--- src/rtl/calc_display_driver_if.sv ---
`default_nettype none
// ============================================================================
// Module   : calc_display_driver_if
// Brief    : Display bundle between the calculator core and the 7-segment
//            driver: value/flags/status in, segment/anode pin drive out.
// Revision : 1.0 - initial release
// ============================================================================
interface calc_display_driver_if;
   logic [15:0] ToDisplay;
   logic [3:0]  Flags;
   logic [2:0]  Status;
   logic [6:0]  Segments;
   logic        DP;
   logic [7:0]  Anodes;

   // Calculator side: produces the values, observes the pin drive.
   modport master (
      output ToDisplay, Flags, Status,
      input  Segments, DP, Anodes
   );

   // Display driver side.
   modport slave (
      input  ToDisplay, Flags, Status,
      output Segments, DP, Anodes
   );
endinterface
`default_nettype wire

--- src/rtl/calc_display_driver.sv ---
`default_nettype none
// ============================================================================
// Module   : calc_display_driver
// Brief    : Time-multiplexes a 16-bit hex value, 4 flag bits (on decimal
//            points) and a 3-bit status digit onto an 8-digit common-anode,
//            active-low 7-segment display. Inputs are latched once per
//            refresh frame so a frame never mixes old and new digits.
// Options  : CALC_DISPLAY_LZ_BLANK_EN - blank leading zeros on digits 3..1.
// Revision : 1.0 - initial release
// ============================================================================
module calc_display_driver #(
   parameter int REFRESH_DIV = 100000,   // clock cycles per digit slot, >= 2
   parameter int N_DIGITS    = 8         // anodes scanned; only 8 supported
) (
   input wire clk,
   input wire reset,
   calc_display_driver_if.slave disp
);

   localparam int                    c_PRE_W      = (REFRESH_DIV > 1) ? $clog2(REFRESH_DIV) : 1;
   localparam logic [c_PRE_W-1:0]    c_PRE_MAX    = c_PRE_W'(REFRESH_DIV - 1);
   localparam logic [2:0]            c_LAST_DIGIT = 3'(N_DIGITS - 1);
   localparam logic [6:0]            c_SEG_BLANK  = 7'h7F;

   // Active-low {g,f,e,d,c,b,a} pattern for a hex nibble.
   function automatic logic [6:0] hex_to_seg(input logic [3:0] nib);
      logic [6:0] seg;
      case (nib)
         4'h0:    seg = 7'h40;
         4'h1:    seg = 7'h79;
         4'h2:    seg = 7'h24;
         4'h3:    seg = 7'h30;
         4'h4:    seg = 7'h19;
         4'h5:    seg = 7'h12;
         4'h6:    seg = 7'h02;
         4'h7:    seg = 7'h78;
         4'h8:    seg = 7'h00;
         4'h9:    seg = 7'h10;
         4'hA:    seg = 7'h08;
         4'hB:    seg = 7'h03;
         4'hC:    seg = 7'h46;
         4'hD:    seg = 7'h21;
         4'hE:    seg = 7'h06;
         default: seg = 7'h0E;
      endcase
      return seg;
   endfunction

   logic [c_PRE_W-1:0]  r_prescaler;
   logic [2:0]          r_digit_idx;
   logic [15:0]         r_value;
   logic [3:0]          r_flags;
   logic [2:0]          r_status;

   logic [N_DIGITS-1:0] r_anodes;
   logic [6:0]          r_segments;
   logic                r_dp;

   logic                w_tick;
   logic                w_frame_end;
   logic [3:0]          w_nibble;
   logic                w_show_digit;
   logic                w_lz_blank;
   logic                w_dp_n;
   logic [6:0]          w_segments;
   logic [N_DIGITS-1:0] w_anodes;

   assign w_tick      = (r_prescaler == c_PRE_MAX);
   assign w_frame_end = w_tick && (r_digit_idx == c_LAST_DIGIT);

   // Slot timing, digit scan and once-per-frame input snapshot.
   always_ff @(posedge clk) begin
      if (reset) begin
         r_prescaler <= '0;
         r_digit_idx <= 3'd0;
         r_value     <= 16'h0000;
         r_flags     <= 4'h0;
         r_status    <= 3'd0;
      end else begin
         if (w_tick) begin
            r_prescaler <= '0;
            r_digit_idx <= r_digit_idx + 3'd1;
         end else begin
            r_prescaler <= r_prescaler + c_PRE_W'(1);
         end
         // Sample the live inputs on the last slot of the frame so the
         // next frame is drawn entirely from one consistent set.
         if (w_frame_end) begin
            r_value  <= disp.ToDisplay;
            r_flags  <= disp.Flags;
            r_status <= disp.Status;
         end
      end
   end

   // Select nibble, visibility and decimal point for the digit being scanned.
   always_comb begin
      w_nibble     = 4'h0;
      w_show_digit = 1'b0;
      w_dp_n       = 1'b1;
      case (r_digit_idx)
         3'd0: begin
            w_nibble     = r_value[3:0];
            w_show_digit = 1'b1;
            w_dp_n       = ~r_flags[0];
         end
         3'd1: begin
            w_nibble     = r_value[7:4];
            w_show_digit = 1'b1;
            w_dp_n       = ~r_flags[1];
         end
         3'd2: begin
            w_nibble     = r_value[11:8];
            w_show_digit = 1'b1;
            w_dp_n       = ~r_flags[2];
         end
         3'd3: begin
            w_nibble     = r_value[15:12];
            w_show_digit = 1'b1;
            w_dp_n       = ~r_flags[3];
         end
         3'd4: begin
            w_nibble     = {1'b0, r_status};
            w_show_digit = 1'b1;
         end
         default: begin
            w_nibble     = 4'h0;
            w_show_digit = 1'b0;
         end
      endcase
   end

`ifdef CALC_DISPLAY_LZ_BLANK_EN
   // A value digit is a leading zero when it and every higher nibble are 0;
   // digit 0 always shows so a zero value still reads "0".
   always_comb begin
      w_lz_blank = 1'b0;
      case (r_digit_idx)
         3'd1:    w_lz_blank = (r_value[15:4]  == 12'h000);
         3'd2:    w_lz_blank = (r_value[15:8]  == 8'h00);
         3'd3:    w_lz_blank = (r_value[15:12] == 4'h0);
         default: w_lz_blank = 1'b0;
      endcase
   end
`else
   assign w_lz_blank = 1'b0;
`endif

   assign w_segments = (w_show_digit && !w_lz_blank) ? hex_to_seg(w_nibble) : c_SEG_BLANK;
   assign w_anodes   = ~(N_DIGITS'(1) << r_digit_idx);

   // Registered pin drive: reflects the digit selected on the previous cycle.
   always_ff @(posedge clk) begin
      if (reset) begin
         r_anodes   <= '1;
         r_segments <= c_SEG_BLANK;
         r_dp       <= 1'b1;
      end else begin
         r_anodes   <= w_anodes;
         r_segments <= w_segments;
         r_dp       <= w_dp_n;
      end
   end

   assign disp.Anodes   = r_anodes;
   assign disp.Segments = r_segments;
   assign disp.DP       = r_dp;

endmodule
`default_nettype wire

--- src/flat_wrapper.sv ---
// flat-port wrapper written by rule: the top's interface ports become plain ports
module calc_display_driver_flat 
#(
   parameter int REFRESH_DIV = 100000,                                       
   parameter int N_DIGITS    = 8                                            
)
  (clk, reset, disp_ToDisplay, disp_Flags, disp_Status, disp_Segments, disp_DP, disp_Anodes);
  calc_display_driver_if disp_i ();
  input wire clk;
  input wire reset;
  input wire logic [$bits(disp_i.ToDisplay)-1:0] disp_ToDisplay;
  input wire logic [$bits(disp_i.Flags)-1:0] disp_Flags;
  input wire logic [$bits(disp_i.Status)-1:0] disp_Status;
  output wire logic [$bits(disp_i.Segments)-1:0] disp_Segments;
  output wire logic [$bits(disp_i.DP)-1:0] disp_DP;
  output wire logic [$bits(disp_i.Anodes)-1:0] disp_Anodes;
  assign disp_i.ToDisplay = disp_ToDisplay;
  assign disp_i.Flags = disp_Flags;
  assign disp_i.Status = disp_Status;
  assign disp_Segments = disp_i.Segments;
  assign disp_DP = disp_i.DP;
  assign disp_Anodes = disp_i.Anodes;
  calc_display_driver #(.REFRESH_DIV(REFRESH_DIV), .N_DIGITS(N_DIGITS)) u_core (.clk(clk), .reset(reset), .disp(disp_i));
endmodule
--- config.mk ---
export PLATFORM = sky130hd
export DESIGN_NAME = calc_display_driver_flat
export DESIGN_NICKNAME = d
export VERILOG_FILES = /design/src/rtl/calc_display_driver_if.sv /design/src/rtl/calc_display_driver.sv /design/src/flat_wrapper.sv
export SDC_FILE = /design/constraint.sdc
export NUM_CORES = 1
export LEC_CHECK = 0
export CORE_UTILIZATION = 52
export DETAILED_ROUTE_END_ITERATION = 12
export PLACE_DENSITY = 0.82
export SLEW_MARGIN = 20
export SYNTH_ARGS = -nofsm -noshare
export SYNTH_HDL_FRONTEND = slang
export SYNTH_SLANG_ARGS = --single-unit
--- constraint.sdc ---
create_clock -name clk -period 3 [get_ports clk]
set_input_delay 0.6 -clock clk [delete_from_list [all_inputs] [get_ports clk]]
set_output_delay 0.6 -clock clk [all_outputs]
set_load 0.005 [all_outputs]
After elaboration in Yosys (flattened, before gate mapping). Memories as Yosys holds them, arrays and structs flattened. A register that Yosys moved wholly into a read port is not among the register bits. Index checks and enable logic that the tools add are counted.

Register bits: 52. ROM bits: 112. Output and inout port bits: 16. Logic and storage cells: 31. Memories kept: 1.

Memory list: (name not given) (depth 16, width 7, rd ports 1, clocked after memory_dff 1, write ports 0, RTL line calc_display_driver.sv:28) `case (nib)`.

Add/subtract/negate cells: 2. Eq/ne operators: 6. Shift operators: 1. Mux-type cells: 3. Bitwise logic cells: 6. Reductions and logical operators: 5.

Operator list (number): $pmux 4 s5 (1); $add 17x1->17 const B (1); $eq 17x17->1 const B (1); $not 8->8 (1); $shl 1x3->8 const A (1); $eq 3x2->1 const B (2); $eq 3x3->1 const B (2); $not 1->1 (5); $reduce_or 5->1 (1); $pmux 1 s4 (1); $reduce_or 2->1 (2); $add 3x1->3 const B (1); $eq 3x1->1 const B (1); $logic_not 3->1 (1); $logic_and 1x1->1 (1); $mux 1 (1).

Depth between registers and ports, before layout. Gate-level depths: netlist of run 1.

Word-level depth: 5. Depth in mapped cells: 10.

Least setup slack after synthesis of run 1. Ideal clock, no wire load.

Path kind: reg-to-reg. From: register u_core.r_digit_idx[2]. To: register u_core.r_segments[0], in the netlist u_core.disp.Segments[0]. Setup time: 0.129 ns. Arrival: 2.123 ns. Required time: 2.871 ns. Setup slack: 0.749 ns. Cell stages (with the launch flop): 10. Buffers on the path: 1. Clock period less this slack: 2.251 ns. Cell sequence: dfxtp_1 -> clkbuf_1 -> inv_1 -> ha_1 -> a32oi_1 -> o21ai_0 -> ha_1 -> or3_1 -> o221ai_1 -> nand2_1.

Word-level cells in the longest chain between the ends: 5. Elaborated cells on any way between the ends: 10.

RTL lines: start, declared (RTL line calc_display_driver.sv:50) `logic [2:0] r_digit_idx;`; start signal, assigned (RTL line calc_display_driver.sv:82) `r_digit_idx <= r_digit_idx + 3'd1;`; $eq 3x1->1, or another cell as far along (RTL line calc_display_driver.sv:101) `case (r_digit_idx)`; $reduce_or 5->1 (no line); $mux 1 (RTL line calc_display_driver.sv:101); $not 1->1 (no line); $reduce_or 2->1 (no line); end, declared (RTL line calc_display_driver.sv:56) `logic [6:0] r_segments;`.

Several ways; a longest one is shown, not always the timed one. A chain may end at the register's enable or synchronous reset.

Worst setup path after layout of run 1.
From: register u_core.r_digit_idx[0]. To: register u_core.r_segments[3], in the netlist u_core.disp.Segments[3].

Same word-level chain as after synthesis.

==> results of run 1 <==
-- cell type report --
class	count	area, sq um
multi-input combinational	182	1320
sequential	59	1180
clock buffer	14	163
clock inverter	2	10.0
timing repair buffer	43	423
tap	67	83.8
fill	403	1590
inverter	13	48.8
-- cells in the final DEF (no fill, tap or decap), types with 5 or more instances in the layout --
cell / instances
dfxtp_1: 59
nor2_1: 43
clkdlybuf4s50_1: 40
mux2i_1: 27
nand2_1: 17
inv_1: 13
ha_1: 13
clkbuf_8: 11
xnor2_1: 10
nor2_4: 8
xor2_1: 7
o21ai_0: 5
nand3_1: 5
-- metrics by stage --
| step | utilization | total power, mW | std cells | worst slack, ns |
|---|---|---|---|---|
| floorplan | - | 0.843 | 269 | 0.749 |
| global placement | 0.634 | 0.885 | 364 | 0.569 |
| detailed placement | 0.634 | 0.886 | 364 | 0.474 |
| CTS | 0.670 | 1.51 | 380 | 0.400 |
| global route | 0.670 | 1.54 | 380 | 0.189 |
| finish | 0.670 | 1.49 | 380 | 0.356 |
-- sequential cells by signal, indices dropped and copies added (netlist names) --
name / cells
u_core.disp.DP: 1
u_core.r_digit_idx: 3
u_core.disp.Segments: 7
u_core.disp.Anodes: 8
u_core.r_prescaler: 17
u_core.r_status: 3
u_core.r_value: 16
u_core.r_flags: 4
-- logic make-up after synthesis --
| kind of cell | Yosys count | synth area share |
|---|---|---|
| AOI/OAI and AO/OA | 27 | 0.0786 |
| xor gates and xnor gates | 17 | 0.0563 |
| adders and majority gates | 13 | 0.0616 |
| buffers and inverters | 28 | 0.0549 |
| DFF | 59 | 0.447 |
| muxes | 28 | 0.107 |
| and+or+nand+nor | 97 | 0.195 |
-- path summary, 6_finish.rpt --
path	startpoint	to	slack (ns)	depth (start not counted)
worst max register to register	u_core.r_digit_idx[0]$_SDFFE_PP0P_	u_core.disp.Segments[3]$_SDFF_PP1_	0.36	9
worst min register to register	u_core.r_prescaler[0]$_SDFF_PP0_	u_core.r_prescaler[0]$_SDFF_PP0_	0.47	1
worst max-delay path	u_core.r_digit_idx[0]$_SDFFE_PP0P_	u_core.disp.Segments[3]$_SDFF_PP1_	0.36	9
worst min-delay path	u_core.r_prescaler[0]$_SDFF_PP0_	u_core.r_prescaler[0]$_SDFF_PP0_	0.47	1
-- layer usage --
metal / share of wire / GRT usage / wire, um / up-vias
met5: 0 / 0 / 0 / -
met3: 0.064 / 0.0768 / 316 / 14
met2: 0.44 / 0.296 / 2180 / 65
met1: 0.47 / 0.278 / 2340 / 915
met4: 0.019 / 0.0980 / 93 / 0
li1: - / - / - / 995
-- Yosys cell counts (all sizes together), types with 2 or more instances --
cell    instances
nand4           4
dfxtp          59
buf             9
xor2            7
o21ai           6
a222oi          3
a221o           2
and2            2
nand2b          2
nor2           53
a32oi           3
inv            13
ha             13
o221ai          4
a21oi           2
xnor2          10
nand3           6
nor3            2
or3             2
mux2i          27
nand2          17
clkbuf          6
-- power groups by stage --
| stage | clock [mW] | sequential, mW | combinational (mW) |
|---|---|---|---|
| floorplan | 0 | 0.814 | 0.0283 |
| global route | 0.668 | 0.797 | 0.0770 |
| detailed placement | 0 | 0.814 | 0.0718 |
| CTS | 0.638 | 0.797 | 0.0721 |
| finish | 0.627 | 0.797 | 0.0715 |
| global placement | 0 | 0.814 | 0.0712 |
==> metrics.cfg, run 1 <==
[power_and_ir_drop]
p_per_area_nw_per_um2=463
p_clk_frac=0.419
power.share.switching=0.211
pwr-share-seq=0.533
power_frac_comb=0.048
internal-power_mw=1.18
ir_worst_vdd_mv=0.257
p_leak_nw=1.33
switching_power_mw=0.315

[die]
fp-row-count=25
die_h_um=73.3
io_pins=41
core_area_sq_um=4820
design.die.area_sq_um=5370
start_util=0.549
die_w_um=73.3

[sta]
hold_viol=0
rsz0062_at_grt=no
slew_headroom=0.485
setup_tns_ns=0
fin_worst_skew_ns=0.00402
finalSetupViolCount=0
max_freq_ghz=0.378
drv_slew=0
layout_min_cycle_time_ns=2.64
worst_hold_slack_ns=0.467
worst_pin_slew_ns=0.765
period_share=0.881

[global_route]
grt_pass1_vias=1813
grtUsageTotal=0.208
grt_pass1_wl_um=8240
gr-total-overflow=0
grt_max_degree=24
antenna_found_initial=0

[drt]
route.detailed.drc=0
wl_per_cell_um=13.0
drt-initial-drc-count=125
via_per_inst=5.23
wl_um=4930
drt_pre_antenna_iters=4
routed-via-count=1989
ant_nets=0

[synth]
synthFlopType=dfxtp_1
ys_seq_area_frac=0.447
synth_top_area_share=0.447
syn_inst=269
synth_cell_types=47
synth_edf_count=0
netlist_top_cells_area=dfxtp_1, mux2i_1, ha_1, nor2_1, nor2_4
ys_warn_count=0
async_reset_ff_frac=0
syn-cell-area_sq_um=2640
ys_ff_latch=59
synth_nets=307
synth.avg_cell_area_sq_um=9.82
synth_top_area_cell=dfxtp_1

[cells_and_area]
finalInstanceArea_sq_um=3230
area_growth_pct=22.1
fin_nets=346
antenna_cells=0
drive_gt1_frac=0.0958

[clock_tree]
cts_sinks=59
path_clk_slew_ns=0.06
holdBufCountCts=0
clk_latency_ns=0.33
htree_levels=3
cts_resized=0
cts-root-buf=clkbuf_8
ctsLongestPathBuffers=2
cts_tree=yes
cts_buffers=9
cts_setup_buffers=0

[placement]
port_buffers=40
dp_hpwl_um=3560
place_area_sq_um=3050
place.gp.congestion=0.860

[critical_path]
critPathMaxStageDelay_ns=0.63
critPathMaxFanout=11
crit_chain=inv_1, ha_1, a222oi_1, o21ai_0, inv_1, ha_1, mux2i_1, mux2_2, nand2_1
slowest_stage=o21ai_0
cp_top_family=compound AO/OA/AOI/OAI gates
arrival_ns=2.85
crit_buf_inv=2
start_kind=flip-flop
crit_path_end_kind=flip-flop
critical_path_class=reg2reg
required_ns=3.20

[status]
status=complete, no violations

[worst_hold_path]
holdCritPathClass=reg2reg

[job]
maxCapViolCount=0

Power figures use the tool's default switching activity.
==> run 2, diff against run 1 <==
--- a/config.mk
+++ b/config.mk
@@ -7,6 +7,7 @@
 export LEC_CHECK = 0
 export CORE_UTILIZATION = 52
 export DETAILED_ROUTE_END_ITERATION = 12
+export GPL_TIMING_DRIVEN = 0
 export PLACE_DENSITY = 0.82
 export SLEW_MARGIN = 20
 export SYNTH_ARGS = -nofsm -noshare
==> metrics.cfg, run 2 (synthesis gave the netlist of run 1 again) <==
[clock_tree]
path_clk_slew_ns=0.06  ; about the same
cts_tree=yes
cts_sinks=59  ; unchanged
holdBufCountCts=0  ; unchanged
ctsLongestPathBuffers=2  ; unchanged
cts_setup_buffers=0  ; unchanged
cts-root-buf=clkbuf_8
htree_levels=3  ; unchanged
clk_latency_ns=0.34  ; about the same
cts_resized=0  ; unchanged
cts_buffers=9  ; unchanged

[die]
io_pins=41  ; unchanged
fp-row-count=25  ; unchanged
start_util=0.549  ; unchanged
die_w_um=73.3  ; unchanged
design.die.area_sq_um=5370  ; unchanged
die_h_um=73.3  ; unchanged
core_area_sq_um=4820  ; unchanged

[placement]
placed_cells=375  ; +3.0%
port_buffers=39  ; -2.5%
dpl_worst_slack_ns=0.282  ; -0.192 ns
place_area_sq_um=3120  ; +2.1%
dp_hpwl_um=3730  ; +4.8%
place.gp.congestion=0.852  ; -1.0%

[cells_and_area]
utilization=0.697  ; +0.0278
antenna_cells=0  ; unchanged
drive_gt1_frac=0.123  ; +0.0276
nFillCells=375  ; -6.9%
area_growth_pct=27.1
finalInstanceArea_sq_um=3360  ; +4.2%
layout_common_cells=dfxtp_1, nor2_1, clkdlybuf4s50_1, mux2i_1, nand2_1
fin_nets=357  ; +3.2%
largest_reg_flops=17  ; unchanged
layout_commonest_cell=dfxtp_1
top_register=u_core.r_prescaler
instances_no_fill=391  ; +2.9%

[sta]
period_share=0.911  ; +0.0295
max_freq_ghz=0.366  ; -3.2%
setup_tns_ns=0  ; unchanged
setup_slack_ns=0.268  ; -0.0884 ns
drv_slew=0  ; unchanged
rsz0062_at_grt=no
hold_viol=0  ; unchanged
layout_min_cycle_time_ns=2.73  ; +0.0884 ns
worst_hold_slack_ns=0.478  ; +0.0112 ns
worst_pin_slew_ns=0.761  ; -0.00346 ns
finalSetupViolCount=0  ; unchanged
slew_headroom=0.487  ; +0.00233
fin_worst_skew_ns=0.00720  ; +0.00318 ns

[global_route]
gr-total-overflow=0  ; unchanged
grt_pass1_vias=1866  ; +2.9%
grt_pass1_wl_um=8700  ; +5.6%
grt_max_degree=11  ; -54%
grtUsageTotal=0.220  ; +0.0127
antenna_found_initial=0  ; unchanged

[job]
maxCapViolCount=0  ; unchanged

[power_and_ir_drop]
ir_worst_vdd_mv=0.319  ; +24%
p_per_area_nw_per_um2=520  ; +12%
p_leak_nw=1.40  ; +5.3%
finalPower_mw=1.75  ; +17%

[critical_path]
critPathMaxStageDelay_ns=0.62  ; about the same
required_ns=3.21  ; about the same
critical_path_class=reg2reg
arrival_ns=2.94  ; +0.09 ns
slowest_stage=o21ai_0
start_kind=flip-flop
critPathMaxFanout=10  ; -1
crit_path_end_kind=flip-flop
crit_chain=inv_1, ha_1, buf_2, a222oi_1, o21ai_0, inv_1, ha_1, mux2i_1, mux2_2, nand2_1

[drt]
ant_nets=0  ; unchanged
route.detailed.drc=0  ; unchanged
wl_um=5250  ; +6.5%
drt-initial-drc-count=125  ; unchanged
routed-via-count=2055  ; +3.3%
via_per_inst=5.26  ; +0.41%
wl_per_cell_um=13.4  ; +3.5%
drt_pre_antenna_iters=4  ; unchanged

[worst_hold_path]
holdCritPathClass=reg2reg

[status]
status=complete, no violations

==> run 2: cell type report <==
class / instances / area (sq um) / area share
Multi-Input combinational cell: 182 / 1320 / 0.392
Sequential cell: 59 / 1180 / 0.352
Timing Repair Buffer: 39 / 390 / 0.116
Clock buffer: 11 / 141 / 0.0421
Clock inverter: 5 / 100 / 0.0298
Buffer: 15 / 97.6 / 0.0291
Tap cell: 67 / 83.8 / 0.0250
Inverter: 13 / 48.8 / 0.0145
==> run 2: path summary, 6_finish.rpt <==
check                                                   startpoint                                  to  slack [ns]  cells after the start
worst max register to register  u_core.r_digit_idx[0]$_SDFFE_PP0P_  u_core.disp.Segments[3]$_SDFF_PP1_        0.27                     10
worst min register to register    u_core.r_prescaler[0]$_SDFF_PP0_    u_core.r_prescaler[0]$_SDFF_PP0_        0.48                      1
worst max-delay path            u_core.r_digit_idx[0]$_SDFFE_PP0P_  u_core.disp.Segments[3]$_SDFF_PP1_        0.27                     10
worst min-delay path              u_core.r_prescaler[0]$_SDFF_PP0_    u_core.r_prescaler[0]$_SDFF_PP0_        0.48                      1
==> run 2: report_power, final <==
part	internal [mW]	leakage, nW	switching [mW]
Clock	0.572	0.123	0.303
Combinational	0.0470	0.800	0.0292
Sequential	0.792	0.479	0.00527
==> run 2: routing by layer <==
layer	track usage	routed length [um]	vias to the layer above
li1	-	-	1023
met1	0.298	2510	955
met2	0.314	2340	63
met3	0.0658	262	14
met4	0.120	139	0
met5	0	0	-
==> run 2: critical path, delay by kind of cell (launching register included) <==
family	cells	cell delay, ns
buffers and inverters	3	0.55
flip-flops	1	0.35
AND/OR/NAND/NOR	1	0.05
multiplexers	2	0.38
adder cells (fa/ha/maj)	2	0.52
AO/OA/AOI/OAI	2	0.77
==> run 3, diff against run 2 <==
--- a/config.mk
+++ b/config.mk
@@ -5,7 +5,9 @@
 export SDC_FILE = /design/constraint.sdc
 export NUM_CORES = 1
 export LEC_CHECK = 0
+export CAP_MARGIN = 25
 export CORE_UTILIZATION = 52
+export CTS_CLUSTER_DIAMETER = 40
 export DETAILED_ROUTE_END_ITERATION = 12
 export GPL_TIMING_DRIVEN = 0
 export PLACE_DENSITY = 0.82
==> results of run 3 <==
No change in the layout: final DEF, timing and power equal those of run 2.
